$ cat src/rtl/cpu_datamem_arb_pkg.sv
// Shared types, widths and helpers for the CPU data-memory arbiter.
//   req_e        : identifies a requester (CPU load/store unit or SHA accelerator)
//   ADDR_W ...   : bus widths of the data memory
//   in_range()   : 1 when an access of nbytes starting at addr stays inside 64 KiB
package cpu_datamem_arb_pkg;

    typedef enum logic {
        REQ_CPU = 1'b0,
        REQ_ACC = 1'b1
    } req_e;

    localparam int          ADDR_W       = 16;
    localparam int          WDATA_W      = 32;
    localparam int          LINE_W       = 512;
    localparam int unsigned CPU_RD_BYTES = 32'd4;
    localparam int unsigned ACC_RD_BYTES = 32'd64;
    localparam int unsigned WR_BYTES     = 32'd4;

    // The last byte touched is addr + nbytes - 1; it must not pass 0xFFFF.
    function automatic logic in_range(input logic [ADDR_W-1:0] addr,
                                      input int unsigned       nbytes);
        logic [31:0] end_s;
        end_s = {16'h0000, addr} + nbytes;
        return (end_s <= 32'h0001_0000);
    endfunction

endpackage

$ cat src/rtl/cpu_datamem_arb_core.sv
// Grant decision for the shared data memory, plus the arbitration state.
//   clk, rst_n         : clock, asynchronous active-low reset
//   cpu_req, acc_req   : access requests
//   acc_lock           : accelerator asks to keep the grant for a burst
//   cpu_gnt, acc_gnt   : combinational one-hot grant for this cycle
// State: last_gnt (who won last), lock_cnt (accelerator grants taken under
// lock while the CPU waited), starve_cnt (cycles the CPU has waited).
module cpu_datamem_arb_core
    import cpu_datamem_arb_pkg::*;
#(
    parameter int MAX_LOCK     = 16,
    parameter int STARVE_LIMIT = 8
) (
    input  logic clk,
    input  logic rst_n,
    input  logic cpu_req,
    input  logic acc_req,
    input  logic acc_lock,
    output logic cpu_gnt,
    output logic acc_gnt
);

    localparam int LOCK_W   = $clog2(MAX_LOCK + 1);
    localparam int STARVE_W = $clog2(STARVE_LIMIT + 1);
    localparam logic [LOCK_W-1:0]   LOCK_MAX   = LOCK_W'(MAX_LOCK);
    localparam logic [STARVE_W-1:0] STARVE_MAX = STARVE_W'(STARVE_LIMIT);
    localparam logic [LOCK_W-1:0]   LOCK_ONE   = LOCK_W'(1);
    localparam logic [STARVE_W-1:0] STARVE_ONE = STARVE_W'(1);

    req_e                last_gnt_r, last_gnt_s;
    logic [LOCK_W-1:0]   lock_cnt_r, lock_cnt_s;
    logic [STARVE_W-1:0] starve_cnt_r, starve_cnt_s;
    logic                cpu_gnt_s, acc_gnt_s;

    // Fixed-order priority: starvation guard, accelerator lock, round-robin, single requester.
    always_comb begin
        cpu_gnt_s = 1'b0;
        acc_gnt_s = 1'b0;
        if (cpu_req && (starve_cnt_r == STARVE_MAX)) begin
            cpu_gnt_s = 1'b1;
        end else if (acc_req && acc_lock && (last_gnt_r == REQ_ACC) && (lock_cnt_r < LOCK_MAX)) begin
            acc_gnt_s = 1'b1;
        end else if (cpu_req && acc_req) begin
            if (last_gnt_r == REQ_CPU) begin
                acc_gnt_s = 1'b1;
            end else begin
                cpu_gnt_s = 1'b1;
            end
        end else if (cpu_req) begin
            cpu_gnt_s = 1'b1;
        end else if (acc_req) begin
            acc_gnt_s = 1'b1;
        end else begin
            cpu_gnt_s = 1'b0;
            acc_gnt_s = 1'b0;
        end
    end

    // Next-state of the arbitration counters and last-winner flag.
    always_comb begin
        last_gnt_s   = last_gnt_r;
        lock_cnt_s   = lock_cnt_r;
        starve_cnt_s = starve_cnt_r;

        if (cpu_gnt_s) begin
            last_gnt_s = REQ_CPU;
        end else if (acc_gnt_s) begin
            last_gnt_s = REQ_ACC;
        end else begin
            last_gnt_s = last_gnt_r;
        end

        // Waiting is only counted while the CPU actually has a request up.
        if (!cpu_req || cpu_gnt_s) begin
            starve_cnt_s = {STARVE_W{1'b0}};
        end else if (starve_cnt_r != STARVE_MAX) begin
            starve_cnt_s = starve_cnt_r + STARVE_ONE;
        end else begin
            starve_cnt_s = starve_cnt_r;
        end

        // Lock budget is only consumed while the CPU is being held off,
        // so an uncontended locked burst never expires.
        if (!acc_lock || cpu_gnt_s) begin
            lock_cnt_s = {LOCK_W{1'b0}};
        end else if (acc_gnt_s && cpu_req && (lock_cnt_r != LOCK_MAX)) begin
            lock_cnt_s = lock_cnt_r + LOCK_ONE;
        end else begin
            lock_cnt_s = lock_cnt_r;
        end
    end

    // Arbitration state registers; last_gnt starts at ACC so the CPU wins the first tie.
    always_ff @(posedge clk or negedge rst_n) begin
        if (!rst_n) begin
            last_gnt_r   <= REQ_ACC;
            lock_cnt_r   <= {LOCK_W{1'b0}};
            starve_cnt_r <= {STARVE_W{1'b0}};
        end else begin
            last_gnt_r   <= last_gnt_s;
            lock_cnt_r   <= lock_cnt_s;
            starve_cnt_r <= starve_cnt_s;
        end
    end

    assign cpu_gnt = cpu_gnt_s;
    assign acc_gnt = acc_gnt_s;

endmodule

$ cat src/rtl/cpu_datamem_arbiter.sv
// Shares the single-port CPU data memory between the CPU load/store unit and
// the SHA accelerator: one access per cycle, range check, read return.
//   clk, rst_n                  : clock, asynchronous active-low reset
//   cpu_req/we/addr/wdata       : CPU request (held until cpu_gnt)
//   cpu_gnt/rvalid/rdata/err    : CPU grant (combinational), read/error return
//   acc_req/we/addr/wdata/lock  : accelerator request, lock keeps bursts together
//   acc_gnt/rvalid/rdata/err    : accelerator grant, 512-bit read/error return
//   mem_addr/wrt_data/wrt_en    : to the data memory
//   mem_rd_data                 : registered 512-bit line from the data memory
// Optional build macro ARB_PERF_CNT_EN adds perf_clr and saturating counters
// cpu_gnt_cnt, acc_gnt_cnt, cpu_wait_cnt.
module cpu_datamem_arbiter
    import cpu_datamem_arb_pkg::*;
#(
    parameter int MAX_LOCK     = 16,
    parameter int STARVE_LIMIT = 8
) (
    input  logic               clk,
    input  logic               rst_n,
    input  logic               cpu_req,
    input  logic               cpu_we,
    input  logic [ADDR_W-1:0]  cpu_addr,
    input  logic [WDATA_W-1:0] cpu_wdata,
    output logic               cpu_gnt,
    output logic               cpu_rvalid,
    output logic [WDATA_W-1:0] cpu_rdata,
    output logic               cpu_err,
    input  logic               acc_req,
    input  logic               acc_we,
    input  logic [ADDR_W-1:0]  acc_addr,
    input  logic [WDATA_W-1:0] acc_wdata,
    input  logic               acc_lock,
    output logic               acc_gnt,
    output logic               acc_rvalid,
    output logic [LINE_W-1:0]  acc_rdata,
    output logic               acc_err,
    output logic [ADDR_W-1:0]  mem_addr,
    output logic [WDATA_W-1:0] mem_wrt_data,
    output logic               mem_wrt_en,
    input  logic [LINE_W-1:0]  mem_rd_data
`ifdef ARB_PERF_CNT_EN
    ,
    input  logic               perf_clr,
    output logic [31:0]        cpu_gnt_cnt,
    output logic [31:0]        acc_gnt_cnt,
    output logic [31:0]        cpu_wait_cnt
`endif
);

    logic               cpu_gnt_s, acc_gnt_s;
    logic               cpu_ok_s, acc_ok_s;
    logic               cpu_rvalid_r, cpu_err_r;
    logic               acc_rvalid_r, acc_err_r;
    logic [WDATA_W-1:0] cpu_hold_r;
    logic [LINE_W-1:0]  acc_hold_r;

    cpu_datamem_arb_core #(
        .MAX_LOCK     (MAX_LOCK),
        .STARVE_LIMIT (STARVE_LIMIT)
    ) u_core (
        .clk      (clk),
        .rst_n    (rst_n),
        .cpu_req  (cpu_req),
        .acc_req  (acc_req),
        .acc_lock (acc_lock),
        .cpu_gnt  (cpu_gnt_s),
        .acc_gnt  (acc_gnt_s)
    );

    // Range check of each requester's current access; writes are always 4 bytes.
    always_comb begin
        cpu_ok_s = 1'b0;
        acc_ok_s = 1'b0;
        if (cpu_we) begin
            cpu_ok_s = in_range(cpu_addr, WR_BYTES);
        end else begin
            cpu_ok_s = in_range(cpu_addr, CPU_RD_BYTES);
        end
        if (acc_we) begin
            acc_ok_s = in_range(acc_addr, WR_BYTES);
        end else begin
            acc_ok_s = in_range(acc_addr, ACC_RD_BYTES);
        end
    end

    // Memory port mux; a rejected write never raises the write enable.
    always_comb begin
        mem_addr     = {ADDR_W{1'b0}};
        mem_wrt_data = {WDATA_W{1'b0}};
        mem_wrt_en   = 1'b0;
        if (cpu_gnt_s) begin
            mem_addr     = cpu_addr;
            mem_wrt_data = cpu_wdata;
            mem_wrt_en   = cpu_we & cpu_ok_s;
        end else if (acc_gnt_s) begin
            mem_addr     = acc_addr;
            mem_wrt_data = acc_wdata;
            mem_wrt_en   = acc_we & acc_ok_s;
        end else begin
            mem_addr     = {ADDR_W{1'b0}};
            mem_wrt_data = {WDATA_W{1'b0}};
            mem_wrt_en   = 1'b0;
        end
    end

    // Return strobes: good reads and every rejected access answer one cycle after the grant.
    always_ff @(posedge clk or negedge rst_n) begin
        if (!rst_n) begin
            cpu_rvalid_r <= 1'b0;
            cpu_err_r    <= 1'b0;
            acc_rvalid_r <= 1'b0;
            acc_err_r    <= 1'b0;
        end else begin
            cpu_rvalid_r <= cpu_gnt_s & (~cpu_we | ~cpu_ok_s);
            cpu_err_r    <= cpu_gnt_s & ~cpu_ok_s;
            acc_rvalid_r <= acc_gnt_s & (~acc_we | ~acc_ok_s);
            acc_err_r    <= acc_gnt_s & ~acc_ok_s;
        end
    end

    // Hold registers keep the last returned data visible after the rvalid cycle.
    always_ff @(posedge clk or negedge rst_n) begin
        if (!rst_n) begin
            cpu_hold_r <= {WDATA_W{1'b0}};
            acc_hold_r <= {LINE_W{1'b0}};
        end else begin
            if (cpu_rvalid_r) begin
                cpu_hold_r <= mem_rd_data[WDATA_W-1:0];
            end else begin
                cpu_hold_r <= cpu_hold_r;
            end
            if (acc_rvalid_r) begin
                acc_hold_r <= mem_rd_data;
            end else begin
                acc_hold_r <= acc_hold_r;
            end
        end
    end

    // The memory line is only valid during rvalid, so it is forwarded straight through then.
    assign cpu_rdata  = cpu_rvalid_r ? mem_rd_data[WDATA_W-1:0] : cpu_hold_r;
    assign acc_rdata  = acc_rvalid_r ? mem_rd_data : acc_hold_r;
    assign cpu_gnt    = cpu_gnt_s;
    assign acc_gnt    = acc_gnt_s;
    assign cpu_rvalid = cpu_rvalid_r;
    assign cpu_err    = cpu_err_r;
    assign acc_rvalid = acc_rvalid_r;
    assign acc_err    = acc_err_r;

`ifdef ARB_PERF_CNT_EN
    logic [31:0] cpu_gnt_cnt_r, acc_gnt_cnt_r, cpu_wait_cnt_r;

    // Saturating grant and CPU wait counters, cleared by perf_clr.
    always_ff @(posedge clk or negedge rst_n) begin
        if (!rst_n) begin
            cpu_gnt_cnt_r  <= 32'h0000_0000;
            acc_gnt_cnt_r  <= 32'h0000_0000;
            cpu_wait_cnt_r <= 32'h0000_0000;
        end else if (perf_clr) begin
            cpu_gnt_cnt_r  <= 32'h0000_0000;
            acc_gnt_cnt_r  <= 32'h0000_0000;
            cpu_wait_cnt_r <= 32'h0000_0000;
        end else begin
            if (cpu_gnt_s && (cpu_gnt_cnt_r != 32'hFFFF_FFFF)) begin
                cpu_gnt_cnt_r <= cpu_gnt_cnt_r + 32'd1;
            end else begin
                cpu_gnt_cnt_r <= cpu_gnt_cnt_r;
            end
            if (acc_gnt_s && (acc_gnt_cnt_r != 32'hFFFF_FFFF)) begin
                acc_gnt_cnt_r <= acc_gnt_cnt_r + 32'd1;
            end else begin
                acc_gnt_cnt_r <= acc_gnt_cnt_r;
            end
            if (cpu_req && !cpu_gnt_s && (cpu_wait_cnt_r != 32'hFFFF_FFFF)) begin
                cpu_wait_cnt_r <= cpu_wait_cnt_r + 32'd1;
            end else begin
                cpu_wait_cnt_r <= cpu_wait_cnt_r;
            end
        end
    end

    assign cpu_gnt_cnt  = cpu_gnt_cnt_r;
    assign acc_gnt_cnt  = acc_gnt_cnt_r;
    assign cpu_wait_cnt = cpu_wait_cnt_r;
`endif

endmodule

$ cat config.mk
export PLATFORM = sky130hd
export DESIGN_NAME = cpu_datamem_arbiter
export DESIGN_NICKNAME = d
export VERILOG_FILES = /design/src/rtl/cpu_datamem_arb_pkg.sv /design/src/rtl/cpu_datamem_arb_core.sv /design/src/rtl/cpu_datamem_arbiter.sv
export SDC_FILE = /design/constraint.sdc
export NUM_CORES = 1
export LEC_CHECK = 0
export ABC_AREA = 1
export BUFFER_PORTS_ARGS = -buffer_cell sky130_fd_sc_hd__buf_2
export CORE_AREA = 2 2 476 478
export DETAILED_ROUTE_END_ITERATION = 10
export DIE_AREA = 0 0 478 480
export SYNTH_ARGS = -nofsm -noshare
export SYNTH_HDL_FRONTEND = slang
export SYNTH_HIERARCHICAL = 1
export SYNTH_SLANG_ARGS = --single-unit
$ cat constraint.sdc
create_clock -name clk -period 1.7 [get_ports clk]
set_input_delay 0.085 -clock clk [delete_from_list [all_inputs] [get_ports clk]]
set_output_delay 0.085 -clock clk [all_outputs]
set_load 0.01 [all_outputs]
# --- Word level (Yosys, flattened, before mapping) ---
# Cells that the tools add are included.
classes:
  n_addsub: 5
  mul: 0
  div: 0
  n_lt_le_gt_ge: 4
  eq_ne: 3
  n_shift: 0
  n_mux: 26
  bitwise: 12
  n_reduce_logical: 14
op_table:
  columns: ["cell", "n"]
  rows:
  - ["2-to-1 mux 512 bit", 1]
  - ["2-to-1 mux 32 bit", 3]
  - ["<= comparator 17 bit, second input constant", 3]
  - ["adder 16 x 3 -> 17 bit, second input constant", 2]
  - ["2-to-1 mux 16 bit", 2]
  - ["adder 16 x 7 -> 17 bit, second input constant", 1]
  - ["2-to-1 mux 1 bit", 16]
  - ["2-to-1 mux 5 bit", 2]
  - ["2-to-1 mux 4 bit", 2]
  - ["logical AND 1 bit", 7]
  - ["bitwise AND 1 bit", 6]
  - ["nonzero test 2 bit", 3]
  - ["adder 5 x 1 -> 5 bit, second input constant", 1]
  - ["less-than comparator 5 bit, second input constant", 1]
  - ["!= test 5 bit, second input constant", 1]
  - ["adder 4 x 1 -> 4 bit, second input constant", 1]
  - ["equality test 4 bit, second input constant", 1]
  - ["!= test 4 bit, second input constant", 1]
  - ["NOT 1 bit", 4]
  - ["zero test 1 bit", 2]
  - ["logical OR 1 bit", 2]
  - ["bitwise OR 1 bit", 2]
word_totals:
  register_bits: 558
  latch_bits: 0
  ram_bits: 0
  romBits: 0
  in_bits: 615
  output_inout_bits: 599
  elab_cells: 73
  mem_count: 0

# --- Logic depth before layout (Yosys ltp) ---
depth:
  word_depth: 9
  depth_mapped: 12
  mapped_depth_nobuf: 12

# --- Modules after synthesis ---
# Netlist, hierarchy kept.
by_module_without_submodules:
  columns: ["module", "n_inst", "cells_each", "area_per_inst_um2", "seq_area_each_um2"]
  rows:
  - ["cpu_datamem_arbiter", 1, 1472, 21550.7, 13713.2]
  - ["cpu_datamem_arb_core", 1, 76, 618.1, 251.5]

# --- Worst setup path before layout ---
# Ideal clock, no wire load.
synth_path:
  path_kind: "register to output"
  start: "register u_core.last_gnt_r"
  end: "output mem_wrt_data[22]"
  arrival_ns: 1.727
  required_ns: 1.615
  path_slack_ns: -0.112
  path_stages_with_launch: 11
  n_path_buf: 2
  path_cell_list: "dfstp_2 inv_1 nor2_1 nand2_1 nand2_1 nand2_1 inv_2 clkbuf_1 buf_1 nand3_1 nand2_1"
synth_via:
  elab_chain_len: 6
  word_cells_on_any_way: 12
  cone_classes: "mux: 10; reduce/logical: 2"
synth_rtl:
  columns: ["element", "line", "source"]
  rows:
  - ["start: declaration", "cpu_datamem_arb_core.sv:30", "req_e last_gnt_r, last_gnt_s;"]
  - ["start signal: assignment", "cpu_datamem_arb_core.sv:100", "last_gnt_r <= last_gnt_s;"]
  - ["2-to-1 mux 1 bit / logical AND 1 bit (equally long branches)", "cpu_datamem_arb_core.sv:44, cpu_datamem_arb_core.sv:41", null]
  - ["2-to-1 mux 1 bit / logical AND 1 bit (equally long branches)", "cpu_datamem_arb_core.sv:43, cpu_datamem_arb_core.sv:41", null]
  - ["2-to-1 mux 1 bit *", "cpu_datamem_arb_core.sv:41", "end else if (acc_req && acc_lock && (last_gnt_r == REQ_ACC) && (lock_cnt_r < LOCK_MAX)) begin"]
  - ["2-to-1 mux 1 bit *", "cpu_datamem_arb_core.sv:39", "if (cpu_req && (starve_cnt_r == STARVE_MAX)) begin"]
  - ["via acc_gnt", "cpu_datamem_arbiter.sv:33", "output logic acc_gnt,"]
  - ["2-to-1 mux 32 bit *", "cpu_datamem_arbiter.sv:95", "end else if (acc_gnt_s) begin"]
  - ["2-to-1 mux 32 bit *", "cpu_datamem_arbiter.sv:91", "if (cpu_gnt_s) begin"]
  - ["end: declaration", "cpu_datamem_arbiter.sv:38", "output logic [WDATA_W-1:0] mem_wrt_data,"]
# The timed path passes the listed nets; every way through them passes the cells marked *.

# --- Final worst setup path ---
layout_path:
  start: "register acc_rvalid_r (netlist: acc_rvalid)"
  end: "output acc_rdata[47]"
layout_via:
  elab_chain_len: 1
layout_rtl:
  columns: ["element", "line", "source"]
  rows:
  - ["start: declaration", "cpu_datamem_arbiter.sv:53", "logic acc_rvalid_r, acc_err_r;"]
  - ["start signal: assignment", "cpu_datamem_arbiter.sv:116", "acc_rvalid_r <= acc_gnt_s & (~acc_we | ~acc_ok_s);"]
  - ["2-to-1 mux 512 bit", null, null]
  - ["end: declaration", "cpu_datamem_arbiter.sv:35", "output logic [LINE_W-1:0] acc_rdata,"]
# Every way passes these cells.

==> metrics.txt <==
Die Area 229000 sq um; TritonRoute pass-1 iters 5; CTS Buf Count 73; largest vdd supply drop 739 uV; Buf/Inv on CP 4; clock network fraction of design power 0.327; fin. max-slew vios 0; Final setup viols 607; core box area 224000 sq um; DP HPWL 176 mm; DR WL met3 24.3 mm; DR iter-0 viols 1185; status finished, violations left; Synth Register Bits 558; drt wl/cell 30.9 um; Die Width 478 um; register area share after synthesis 0.630; setup TNS -365.90 ns; largest fanout on the critical path 7; P_sw 17.6 mW; Top FF cell, synth dfrtp_1; synthesized area per cell 14.3 sq um; Starting Density 0.0990; syn_nets 2167; max-cap viol count 0; CTS tree done; worst-path cell chain buf_16, buf_16, buf_4, mux2_2, buf_2; Worst-Margin Slew 0.980 ns; Setup WS post-layout -0.732 ns; Synth warnings 6; Leak Pwr 20.7 nW; Crit path required time 1.62 ns; drt total wl 208 mm; CP Capture Type primary output; combinational power share 0.353; grt ovf 0; pre-CTS setup slack -0.509 ns; Area Growth Syn to Fin 106%; Reg clk slew, reported paths 0.06 ns; Top Layer Used met5; layout cells sized above 1 0.623; asr flop ratio synth 1.00; fmax 0.411 GHz; Die H 480 um; Fillers 24300; post-route ant nets 0; max incr delay on CP 0.46 ns; pwr/cell area 1150 nW/um^2; vias in the first global route 22600; met2 routed WL 90.9 mm; Mapped Area 22200 sq um; GPL Wtd Cong 0.905; crit path max-delay cell type dfrtp_4; Final Hold Fails 0; clk buf depth 3; Clock Latency Late Sink 0.69 ns; M1 WL 83.6 mm; drt via density 3.38; FP Rows 174; cells after synthesis 1548; Tmin final 2.43 ns; Worst slew margin 0.344; Ports 1214; H-tree depth 3; total track usage 0.169; Min-Delay Path Class in -> async; CP Launch Type flip-flop; PortBufs 1213; critical path type reg -> out; Post-synth EDFFs 0; pin count of the biggest net entering global routing 53; clock sinks 558; Pint 35.1 mW; fraction of power consumed by sequential logic 0.320; routed vias 22800; cell repeated most along the worst path buf_16; initial antenna violation count 323; Net Sw Frac 0.334; Yosys cell types 32; worst hold margin 0.0508 ns; Final nets 4180; failing checks negative setup slack; first-pass GRT wire length 249 mm; Final period util 1.43; Critical Path AT 2.35 ns; # DRC 0; Clock Skew 0.0356 ns; delay-heaviest family, CP buffers and inverters; RSZ-0062 raised after global routing true; CTS root buf clkbuf_16
[worst paths after layout]
kind                       slack (ns)  depth (start not counted)                          start                          endpoint
max                             -0.73                          5           acc_rvalid$_DFF_PN0_                     acc_rdata[47]
min                              0.05                          3                          rst_n         acc_hold_r[154]$_DFF_PN0_
max reg2reg                     -0.15                         11  u_core/last_gnt_r$_DFFE_PN1P_  u_core/lock_cnt_r[1]$_DFFE_PN0P_
min reg2reg                      0.49                          1      acc_hold_r[461]$_DFF_PN0_         acc_hold_r[461]$_DFF_PN0_
max in group asynchronous        0.25                          3                          rst_n         acc_hold_r[260]$_DFF_PN0_
min in group clk                 0.12                          6                        acc_req  u_core/lock_cnt_r[2]$_DFFE_PN0P_
[worst reg2reg max path, stage by stage (launching register included)]
cell and delay (ns):
dfstp_2 0.55, inv_2 0.05, nor2_2 0.09, nand2_2 0.07, nand2_2 0.08, nand2_4 0.09
buf_6 0.15, buf_16 0.15, buf_4 0.15, nor2_4 0.21, nand3_1 0.12, nand2_1 0.07
[cell type report]
cell class | instances | area, sq um | share of cell area
flip-flops and latches | 558 | 14000 | 0.306
diodes | 135 | 338 | 0.00739
multi-input cells | 871 | 8570 | 0.188
clock inverters | 39 | 593 | 0.0130
well taps | 2992 | 3740 | 0.0819
clock buffers | 95 | 2060 | 0.0451
repair buffers | 2013 | 16200 | 0.355
inverters | 44 | 204 | 0.00446
[power by group through the flow]
stage / Combinational, mW / Sequential, mW / Clock, mW
after floorplan: 6.08 / 16.8 / 0
after global placement: 14.3 / 17.0 / 0
after detailed placement: 14.3 / 17.1 / 0
after CTS: 16.7 / 16.9 / 17.8
after global routing: 19.4 / 17.2 / 18.2
final: 18.6 / 16.9 / 17.2
[metal layers]
| metal | track usage | vias up |
|---|---|---|
| met5 | 0.00311 | - |
| met4 | 0.0537 | 210 |
| met3 | 0.0858 | 510 |
| met2 | 0.260 | 1334 |
| met1 | 0.202 | 11200 |
| li1 | - | 9587 |
[Yosys cell counts, types with 2 or more instances]
library cell / n / area share
dfrtp_1: 557 / 0.63
mux2_2: 544 / 0.28
nand2_1: 159 / 0.027
nand3_1: 71 / 0.016
buf_2: 53 / 0.012
inv_1: 39 / 0.0066
nor2_1: 32 / 0.0054
clkbuf_1: 17 / 0.0029
nand4_1: 10 / 0.0028
o21ai_0: 8 / 0.0018
o22ai_1: 8 / 0.0023
nor2_2: 7 / 0.0020
xor2_1: 6 / 0.0024
buf_1: 5 / 0.00085
ha_1: 4 / 0.0023
nand2_2: 4 / 0.0011
xnor2_1: 4 / 0.0016
inv_2: 3 / 0.00051
nor2_4: 3 / 0.0015
a21oi_1: 2 / 0.00045
[timing repair]
| action | CTS | global route |
|---|---|---|
| endpoints found under the setup margin | 602 | 610 |
| gates resized for setup | 223 | 391 |
| hold endpoints to repair | 1116 | 0 |
| cloned | 11 | 37 |
| pin swaps | 23 | 11 |
| buffers inserted | 24 | 50 |
| hold buffers | 525 | 0 |
[stage by stage]
stage | area, sq um | utilization | instances | power [mW]
floorplan | 22200 | - | 1548 | 22.9
global placement | 33200 | 0.148 | 5835 | 31.2
detailed placement | 33200 | 0.148 | 5835 | 31.4
CTS | 42500 | 0.190 | 6528 | 51.4
global route | 45500 | 0.203 | 6679 | 54.8
finish | 45700 | 0.204 | 6747 | 52.7
[sequential cells by signal, indices dropped and copies added, names as in the netlist]
name / flops
u_core/starve_cnt_r: 4
u_core/last_gnt_r: 1
acc_rvalid: 1
cpu_hold_r: 32
cpu_err: 1
u_core/lock_cnt_r: 5
acc_hold_r: 512
acc_err: 1
cpu_rvalid: 1
[placed cells by master (no fill, tap or decap), types with 48 or more instances in the layout]
| cell | instances |
|---|---|
| dlygate4sd3_1 | 525 |
| nand2_1 | 124 |
| mux2_4 | 116 |
| buf_2 | 1034 |
| mux2_2 | 428 |
| buf_12 | 48 |
| dfrtp_1 | 555 |
| buf_6 | 184 |
| nand3_1 | 51 |
| buf_4 | 157 |
| diode_2 | 135 |
| clkbuf_16 | 101 |
[cell families after synthesis]
logic type | count (synthesis) | synth area share
buf+inv | 119 | 0.0238
simple gates | 291 | 0.0576
xor+xnor | 10 | 0.00395
flops | 558 | 0.630
fa+ha+maj | 4 | 0.00226
compound gates | 22 | 0.00615
mux | 544 | 0.276
(Power assumes the default switching activity.)
